**config.mk**
```make
export PLATFORM = sky130hd
export DESIGN_NAME = uart_frame_piso
export DESIGN_NICKNAME = d
export VERILOG_FILES = /design/src/rtl/uart_frame_piso.sv
export SDC_FILE = /design/constraint.sdc
export NUM_CORES = 1
export LEC_CHECK = 0
export ABC_AREA = 0
export CORE_MARGIN = 2
export CORE_UTILIZATION = 35
export DETAILED_ROUTE_END_ITERATION = 8
export GPL_ROUTABILITY_DRIVEN = 0
export PLACE_DENSITY = 0.54
export RECOVER_POWER = 100
export SYNTH_ARGS = -nofsm -noshare
export SYNTH_HDL_FRONTEND = slang
export SYNTH_SLANG_ARGS = --single-unit
```
**constraint.sdc**
```tcl
create_clock -name clk -period 2.3 [get_ports clk]
set_input_delay 0.23 -clock clk [delete_from_list [all_inputs] [get_ports clk]]
set_output_delay 0.23 -clock clk [all_outputs]
set_load 0.01 [all_outputs]
```
**src/rtl/uart_frame_piso.sv**
```systemverilog
// uart_frame_piso: UART frame serializer (start, 8 data LSB-first, optional parity, 1-2 stop bits).
module uart_frame_piso (
  input  logic       clk,
  input  logic       rst,
  input  logic       baud_tick,
  input  logic       send,
  input  logic [7:0] data_in,
  input  logic [1:0] parity_type,
  input  logic       parity_in,
  input  logic       stop_bits,
  output logic       tx_out,
  output logic       busy,
  output logic       done
);
  typedef enum logic [2:0] {IDLE, START, DATA, PARITY, STOP} state_t;
  state_t     state_q, state_d;
  logic [2:0] bit_q, bit_d;
  logic       stop_q, stop_d;
  logic [7:0] data_q, data_d;
  logic [1:0] ptype_q, ptype_d;
  logic       par_q, par_d;
  logic       stop2_q, stop2_d;
  logic       tx_d, busy_d, done_d;
  logic       par_en;
  assign par_en = (ptype_q == 2'b01) || (ptype_q == 2'b10);
  always_ff @(posedge clk or negedge rst) begin
    if (!rst) begin
      state_q <= IDLE;
      bit_q   <= '0;
      stop_q  <= 1'b0;
      data_q  <= '0;
      ptype_q <= '0;
      par_q   <= 1'b0;
      stop2_q <= 1'b0;
      tx_out  <= 1'b1;
      busy    <= 1'b0;
      done    <= 1'b0;
    end else begin
      state_q <= state_d;
      bit_q   <= bit_d;
      stop_q  <= stop_d;
      data_q  <= data_d;
      ptype_q <= ptype_d;
      par_q   <= par_d;
      stop2_q <= stop2_d;
      tx_out  <= tx_d;
      busy    <= busy_d;
      done    <= done_d;
    end
  end
  // Outputs are derived from the next state so they line up with the registered state.
  always_comb begin
    state_d = state_q;
    bit_d   = bit_q;
    stop_d  = stop_q;
    data_d  = data_q;
    ptype_d = ptype_q;
    par_d   = par_q;
    stop2_d = stop2_q;
    done_d  = 1'b0;
    case (state_q)
      IDLE: if (send) begin
        data_d  = data_in;
        ptype_d = parity_type;
        par_d   = parity_in;
        stop2_d = stop_bits;
        state_d = START;
      end
      START: if (baud_tick) begin
        bit_d   = '0;
        state_d = DATA;
      end
      DATA: if (baud_tick) begin
        bit_d  = bit_q + 3'd1;
        stop_d = 1'b0;
        if (bit_q == 3'd7) state_d = par_en ? PARITY : STOP;
      end
      PARITY: if (baud_tick) begin
        stop_d  = 1'b0;
        state_d = STOP;
      end
      STOP: if (baud_tick) begin
        if (stop_q || !stop2_q) begin
          state_d = IDLE;
          done_d  = 1'b1;
        end else stop_d = 1'b1;
      end
      default: state_d = IDLE;
    endcase
    tx_d   = (state_d == START)  ? 1'b0 :
             (state_d == DATA)   ? data_d[bit_d] :
             (state_d == PARITY) ? par_d : 1'b1;
    busy_d = state_d != IDLE;
  end
endmodule

```
Word-level counts from Yosys, hierarchy flattened:

Cells that the tools add are included.

* input bits: 16
* flip-flop bits (word level): 22
* word-level logic and storage cells: 62

* $add $sub $neg: 1
* eq/ne operators: 13
* mux-type cells: 28
* magnitude comparators: 1
* reductions and logical operators: 9

Operators with widths (number)
* $mux 3: 10
* $mux 8: 2
* $pmux 3 s5: 1
* $eq 3x2->1 const B: 4
* $mux 1: 12
* $eq 3x1->1 const B: 2
* $eq 3x3->1 const B: 2
* $pmux 3 s2: 1
* $lt 3x4->1 const B: 1
* $ne 2x2->1 const B: 2
* $reduce_and 4->1: 1
* $add 3x1->3 const B: 1
* $bmux 1 s3: 1
* $logic_not 3->1: 1
* $reduce_bool 3->1: 1
* $eq 2x1->1 const B: 1
* $eq 2x2->1 const B: 1
* $logic_or 1x1->1: 2
* $ne 2x1->1 const B: 1
* $pmux 1 s2: 1
* $reduce_and 2->1: 1
* $reduce_bool 2->1: 1
* $reduce_or 2->1: 1
* $logic_not 1->1: 1

Longest topological paths before layout:

Gate-level depths: netlist of run 1.

* depth in word-level cells: 10
* depth in mapped cells: 9
* depth with buffers taken out: 9

Worst setup path before layout of run 1:

No wires, ideal clock.

* path type: reg2reg
* start point: reg bit_q[0]
* end point: reg tx_out
* arrival: 1964 ps
* cell stages (with the launch flop): 8
* slack: 254 ps
* required time: 2218 ps
* setup time: 82 ps
* cells stage by stage: dfrtp_1 > ha_1 > or4bb_1 > o211ai_1 > a211oi_1 > o211ai_2 > o311ai_1 > o31a_1

* cells in the longest elaborated chain, start to end: 8
* elaborated cells between the ends (all ways): 16

RTL lines
* start, declared: line 17 `logic [2:0] bit_q, bit_d;`
* start signal, assigned: line 40 `bit_q <= bit_d;`
* parallel branches: the longest is 7 deep, another holds $add 3x1->3
* $mux 1 (*): line 90 `tx_d = (state_d == START) ? 1'b0 :`
* net tx_d: line 23 `logic tx_d, busy_d, done_d;`
* end signal, assigned: line 46 `tx_out <= tx_d;`
* end, declared: line 11 `output logic tx_out,`

Mark *: on every way through the listed nets, which the timed path passes. The select of a mux whose other input is x is not followed.
A chain may end at the register's enable or synchronous reset.

Worst setup path after layout of run 1:

Ends and elaborated chain as after synthesis.

==> results of run 1 <==
flip-flops by register name (all words and copies together), names as in the netlist:
signal and flops:
busy 1, stop2_q 1, data_q 8, stop_q 1, bit_q 3, done 1, state_q 3, tx_out 1
par_q 1, ptype_q 2
metal layers:
layer  wire length, microns  part of all wire (%)  GRT usage [%]
met5                      0                     0              0
met4                     46                   1.8          6.383
met3                    114                   4.5          1.863
met2                   1159                    45          24.55
met1                   1236                    48          21.35
logic make-up after synthesis:
| family | Yosys count | share of synthesized area (%) |
|---|---|---|
| DFF | 22 | 46.77 |
| buffers and inverters | 9 | 4.453 |
| and+or+nand+nor | 57 | 23.65 |
| adders and majority gates | 3 | 3.182 |
| xor gates and xnor gates | 1 | 0.7424 |
| AOI/OAI and AO/OA | 32 | 21.21 |
worst paths after layout:
check	end	slack, ns	depth (start not counted)
hold / removal	stop2_q	0.31	1
setup / recovery	tx_out	0.15	8
hold reg to reg	data_q[6]	0.49	2
setup reg to reg	tx_out	0.15	8
max in group asynchronous	bit_q[0]	1.09	2
min in group clk	ptype_q[1]	0.44	3
layout by cell type (no fill, tap or decap), types with 2 or more instances in the layout:
master,count
nand2b_1,3
buf_4,9
nor2b_1,4
a211oi_1,4
o21ai_0,5
clkbuf_4,3
o31a_1,2
clkdlybuf4s50_1,14
dfrtp_1,20
a22o_1,5
o22ai_1,2
clkbuf_1,2
nor2_1,4
nor3_1,2
a21oi_1,2
dlygate4sd3_1,4
ha_1,3
a22oi_1,4
inv_1,4
nand2_1,37
cell type report:
class	count	area [sq um]	area share [%]
tap	46	57.56	3.862
multi-input combinational	93	573.1	38.46
clock buffer	4	36.28	2.435
inverter	4	15.01	1.008
sequential	22	553.0	37.11
timing repair buffer	29	255.2	17.13
what timing repair did:
item | CTS | global route
setup buffers | 0 | 1
setup endpoints to repair | 0 | 1
resized for setup | 0 | 1
endpoints found under the hold margin | 0 | 0
power by group:
group / switching, mW / total, mW / internal [mW]
Combinational: 0.523 / 0.988 / 0.465
Clock: 0.126 / 0.223 / 0.0969
Sequential: 0.108 / 0.675 / 0.567
==> results.toml, run 1 <==
[global_route]
grt_usage_pct = 15.47
grt_start_max_net_pins = 14
overflow = 0
grt_pass1_vias = 957
antenna_found_initial = 0
grt_first_pass_wirelength_microns = 4326

[synthesis]
syn_inst = 124
ys_warn_count = 0
synth_flop_cell = "dfrtp_1"
syn-num-nets = 143
yosys.cell_types.count = 35
synth-seq-cells = 22
synth_area_sq_mm = 0.001180
synth_most_common_cell = "nand2_1"
synthTopCellsByArea = "dfrtp_1, nand2_1, a22o_1, ha_1, a211oi_1"
ys_async_sr_fraction_pct = 100.0
yosysSeqAreaShare_pct = 46.77
synth_commonest_cells = "nand2_1, dfrtp_1, a22o_1, o21ai_0"
syn_area_per_cell_sq_um = 9.515
synth_edf_count = 0
yosysTopAreaCell = "dfrtp_1"
synth_top_area_share_pct = 44.54

[cells_and_area]
diodes = 0
fin_util_pct = 45.37
final_cell_area_sq_mm = 0.001490
nFillCells = 335
drive_gt1_share_pct = 13.82
area_growth_pct = 26.30
stdcell_count = 198
final_nets = 172

[die]
io_pins = 19
start_util_pct = 35.92
die_area_sq_mm = 0.003851
die_h_microns = 62.06
die_w_microns = 62.06
core_sq_mm = 0.003284
std_cell_rows = 21

[worst_setup_path]
crit_path_start = "bit_q[0]"
slowest_stage = "or4bb_1"
path_delay_family = "simple AND/OR/NAND/NOR gates"
critPathRequiredTime_ns = 2.56
crit_path_max_incr_delay_ns = 0.50
arrival_ns = 2.41
crit_fanout = 4
end_kind = "flip-flop"
crit_chain = "ha_1, or4bb_1, o211ai_1, buf_4, a211oi_1, nor2_1, o311ai_1, o31a_1"
critPathBufInv = 1
crit_type = "reg -> reg"
cp-start-kind = "flip-flop"
r2r-start = "bit_q[0]"

[min_path]
min_path_type = "in -> async"

[drt]
drtIter0Drc = 33
firstDrtPassIters = 4
wl_microns = 2556
drtAntennaViolNets = 0
wl_per_cell_microns = 12.91
vias_per_cell = 4.990
vias = 988
drc = 0

[placed_design]
portBuffers = 18
dpl.hpwl_microns = 1940
place_area_sq_mm = 0.001455
placedCellCount = 193
dp_slack_ns = -0.2131

[timing]
period_minus_slack_ns = 2.151
hold_viol = 0
fin_crit_sh_pct = 93.53
drv_slew = 0
whs_ns = 0.3095
worstMarginPinSlew_ns = 0.5756
rsz0062_at_grt = "no"
fin_tns_setup_ns = 0
fin_ws_ns = 0.1489
fmax_ghz = 0.4649
setup_viol = 0
relSlewSlack_pct = 61.63
finClkSkew_ns = 0.003526

[clock_tree]
clkTransAtPathRegs_ns = 0.13
cts_buffer_depth = 2
insertion_delay_ns = 0.32
cts_buffers = 3
postCtsHoldBufs = 0
cts_max_level = 1
clkSinkCount = 22
cts-root-buf = "clkbuf_4"
cts_tree = "done"

[power]
max-vdd-ir-drop_mv = 0.4763
power_mw = 1.886
power_density_mw_per_mm2 = 1266
leakage_nw = 0.6825

[job]
cap_violations = 0

[run_status]
status = "completed"
(Power assumes the default switching activity.)
==> inputs of run 2 (changes only) <==
Settings changed: RECOVER_POWER 100 to 25.
==> run 2 against run 1 <==
  * Die area stayed put
  * Sequential cell count stayed put
  * Clock-buffer cell count stayed put
  * Non-clock buffer count stayed put
  * Cell area is 0.67% higher
  * Critical path depth stayed put
  * Combinational power hardly changed
  * Via count is 0.10% lower
  * Worst setup slack worse by 0.0021 ns
  * Hold slack better by 0.00057 ns
  * Critical endpoint unchanged
  * Largest power group unchanged
  * Highest routed layer unchanged
==> results.toml, run 2 (same netlist as run 1, synthesis figures left out) <==
[cells_and_area]
drive_gt1_share_pct = 15.79
largest-register = "data_q"
largest_register_ffs = 8
final_common_cell = "nand2_1"
diodes = 0
mostFrequentLayoutCells = "nand2_1, dfrtp_1, clkdlybuf4s50_1, buf_4"
reg.largest.list = "data_q (8), bit_q (3), state_q (3)"
area_growth_pct = 27.15
final_nets = 172

[timing]
finClkSkew_ns = 0.003324
fmax_ghz = 0.4644
fin_ws_ns = 0.1468
setup_viol = 0
fin_crit_sh_pct = 93.62
hold_viol = 0
drv_slew = 0
worstMarginPinSlew_ns = 0.5322
period_minus_slack_ns = 2.153
rsz0062_at_grt = "no"
relSlewSlack_pct = 64.40

[min_path]
min_path_type = "in -> async"

[clock_tree]
clkSinkCount = 22
cts_buffers = 3
insertion_delay_ns = 0.32
cts_tree = "done"
cts_max_level = 1
cts_buffer_depth = 2
cts-root-buf = "clkbuf_4"
clkTransAtPathRegs_ns = 0.13
postCtsHoldBufs = 0

[die]
die_h_microns = 62.06
start_util_pct = 35.92
core_sq_mm = 0.003284
io_pins = 19
die_area_sq_mm = 0.003851
std_cell_rows = 21
die_w_microns = 62.06

[global_route]
grt_usage_pct = 15.47
antenna_found_initial = 0
grt_first_pass_wirelength_microns = 4326
overflow = 0
grtUsageMet2_pct = 24.55
grt_pass1_vias = 957
busiest_layer = "met2"
grtUsageMet1_pct = 21.35
grt_use_met3_pct = 1.863
grt_start_max_net_pins = 14

[placed_design]
dpl.hpwl_microns = 1940
portBuffers = 18
dp_slack_ns = -0.2131

[worst_setup_path]
cp-start-kind = "flip-flop"
reg2reg_depth = 8
reg2reg_slack_ns = 0.15
critPathRequiredTime_ns = 2.56
crit_type = "reg -> reg"
reg2reg_to = "tx_out"
r2r-start = "bit_q[0]"
arrival_ns = 2.42
crit_fanout = 4
end_kind = "flip-flop"

[power]
power_switching_mw = 0.7615
p_sw_share_pct = 39.94
seqPwrFrac_pct = 35.5
leakage_nw = 0.6874
max-vdd-ir-drop_mv = 0.4780
p_int_mw = 1.145
power_frac_comb_pct = 52.8
clockPowerShare_pct = 11.7
power_mw = 1.907
power_density_mw_per_mm2 = 1271

[run_status]
status = "completed"

[drt]
drtIter0Drc = 32
vias_per_cell = 4.985
drc = 0
wl_microns = 2565
vias = 987
wl_per_cell_microns = 12.95
firstDrtPassIters = 4
drtAntennaViolNets = 0

[job]
cap_violations = 0
==> run 2: cell types whose count changed in the layout (fill, tap and decap cells not counted) <==
cell             delta
clkdlybuf4s50_1     +3
clkbuf_1            -2
nand2_2             +1
nand2_1             -1
dlygate4sd3_1       -3
buf_4               +2
==> run 2: timing repair <==
action / 4_1_cts / 5_1_grt
gates resized for setup: 0 / 1
endpoints found under the setup margin: 0 / 1
setup buffers: 0 / 1
==> run 2: per-stage QoR <==
stage                     utilization (%)  area, sq um  hold slack, ns  setup TNS [ns]  cells
after global routing                45.68         1500          0.3477               0    198
final                               45.68         1500          0.3101               0    198
after detailed placement            44.30         1455          0.4599         -0.2131    193
after global placement              44.30         1455          0.4542         -0.1721    193
after CTS                           45.41         1491          0.2641               0    197
after floorplan                         -         1180        -0.06559               0    124
==> run 2: area by class of cell <==
| type | count | area, sq um |
|---|---|---|
| Multi-Input combinational cell | 93 | 575.6 |
| Tap cell | 46 | 57.56 |
| Clock buffer | 4 | 36.28 |
| Fill cell | 336 | 1784 |
| Inverter | 4 | 15.01 |
| Timing Repair Buffer | 29 | 262.8 |
| Sequential cell | 22 | 553.0 |
==> run 2: worst max-delay path, cell delays in order (launching register included) <==
cell and delay (ns):
dfrtp_2 0.45, ha_1 0.27, or4bb_1 0.50, o211ai_1 0.16, buf_4 0.17, a211oi_1 0.04
nor2_1 0.11, o311ai_1 0.09, o31a_1 0.30
==> run 2: worst max-delay path by stage <==
stage / endpoint / startpoint / cells past startpoint / slack [ns]
after floorplan: tx_out / bit_q[0] / 7 / 0.25
after global placement: tx_out / baud_tick / 10 / -0.17
after detailed placement: tx_out / baud_tick / 10 / -0.21
after CTS: tx_out / bit_q[0] / 8 / 0.10
after global routing: tx_out / baud_tick / 10 / 0.02
final: tx_out / bit_q[0] / 8 / 0.15
==> run 2: metal layers <==
layer	part of all wire, %	vias to the layer above
met5	0	-
met3	4.2	5
met4	1.8	0
li1	-	498
met1	48	464
met2	46	20
==> run 2: power by group through the flow <==
stage / clock network [mW] / logic (mW) / registers [mW]
floorplan: 0 / 0.706 / 0.665
global placement: 0 / 0.979 / 0.686
detailed placement: 0 / 0.998 / 0.690
CTS: 0.226 / 1.00 / 0.681
global route: 0.242 / 1.14 / 0.708
finish: 0.223 / 1.01 / 0.678
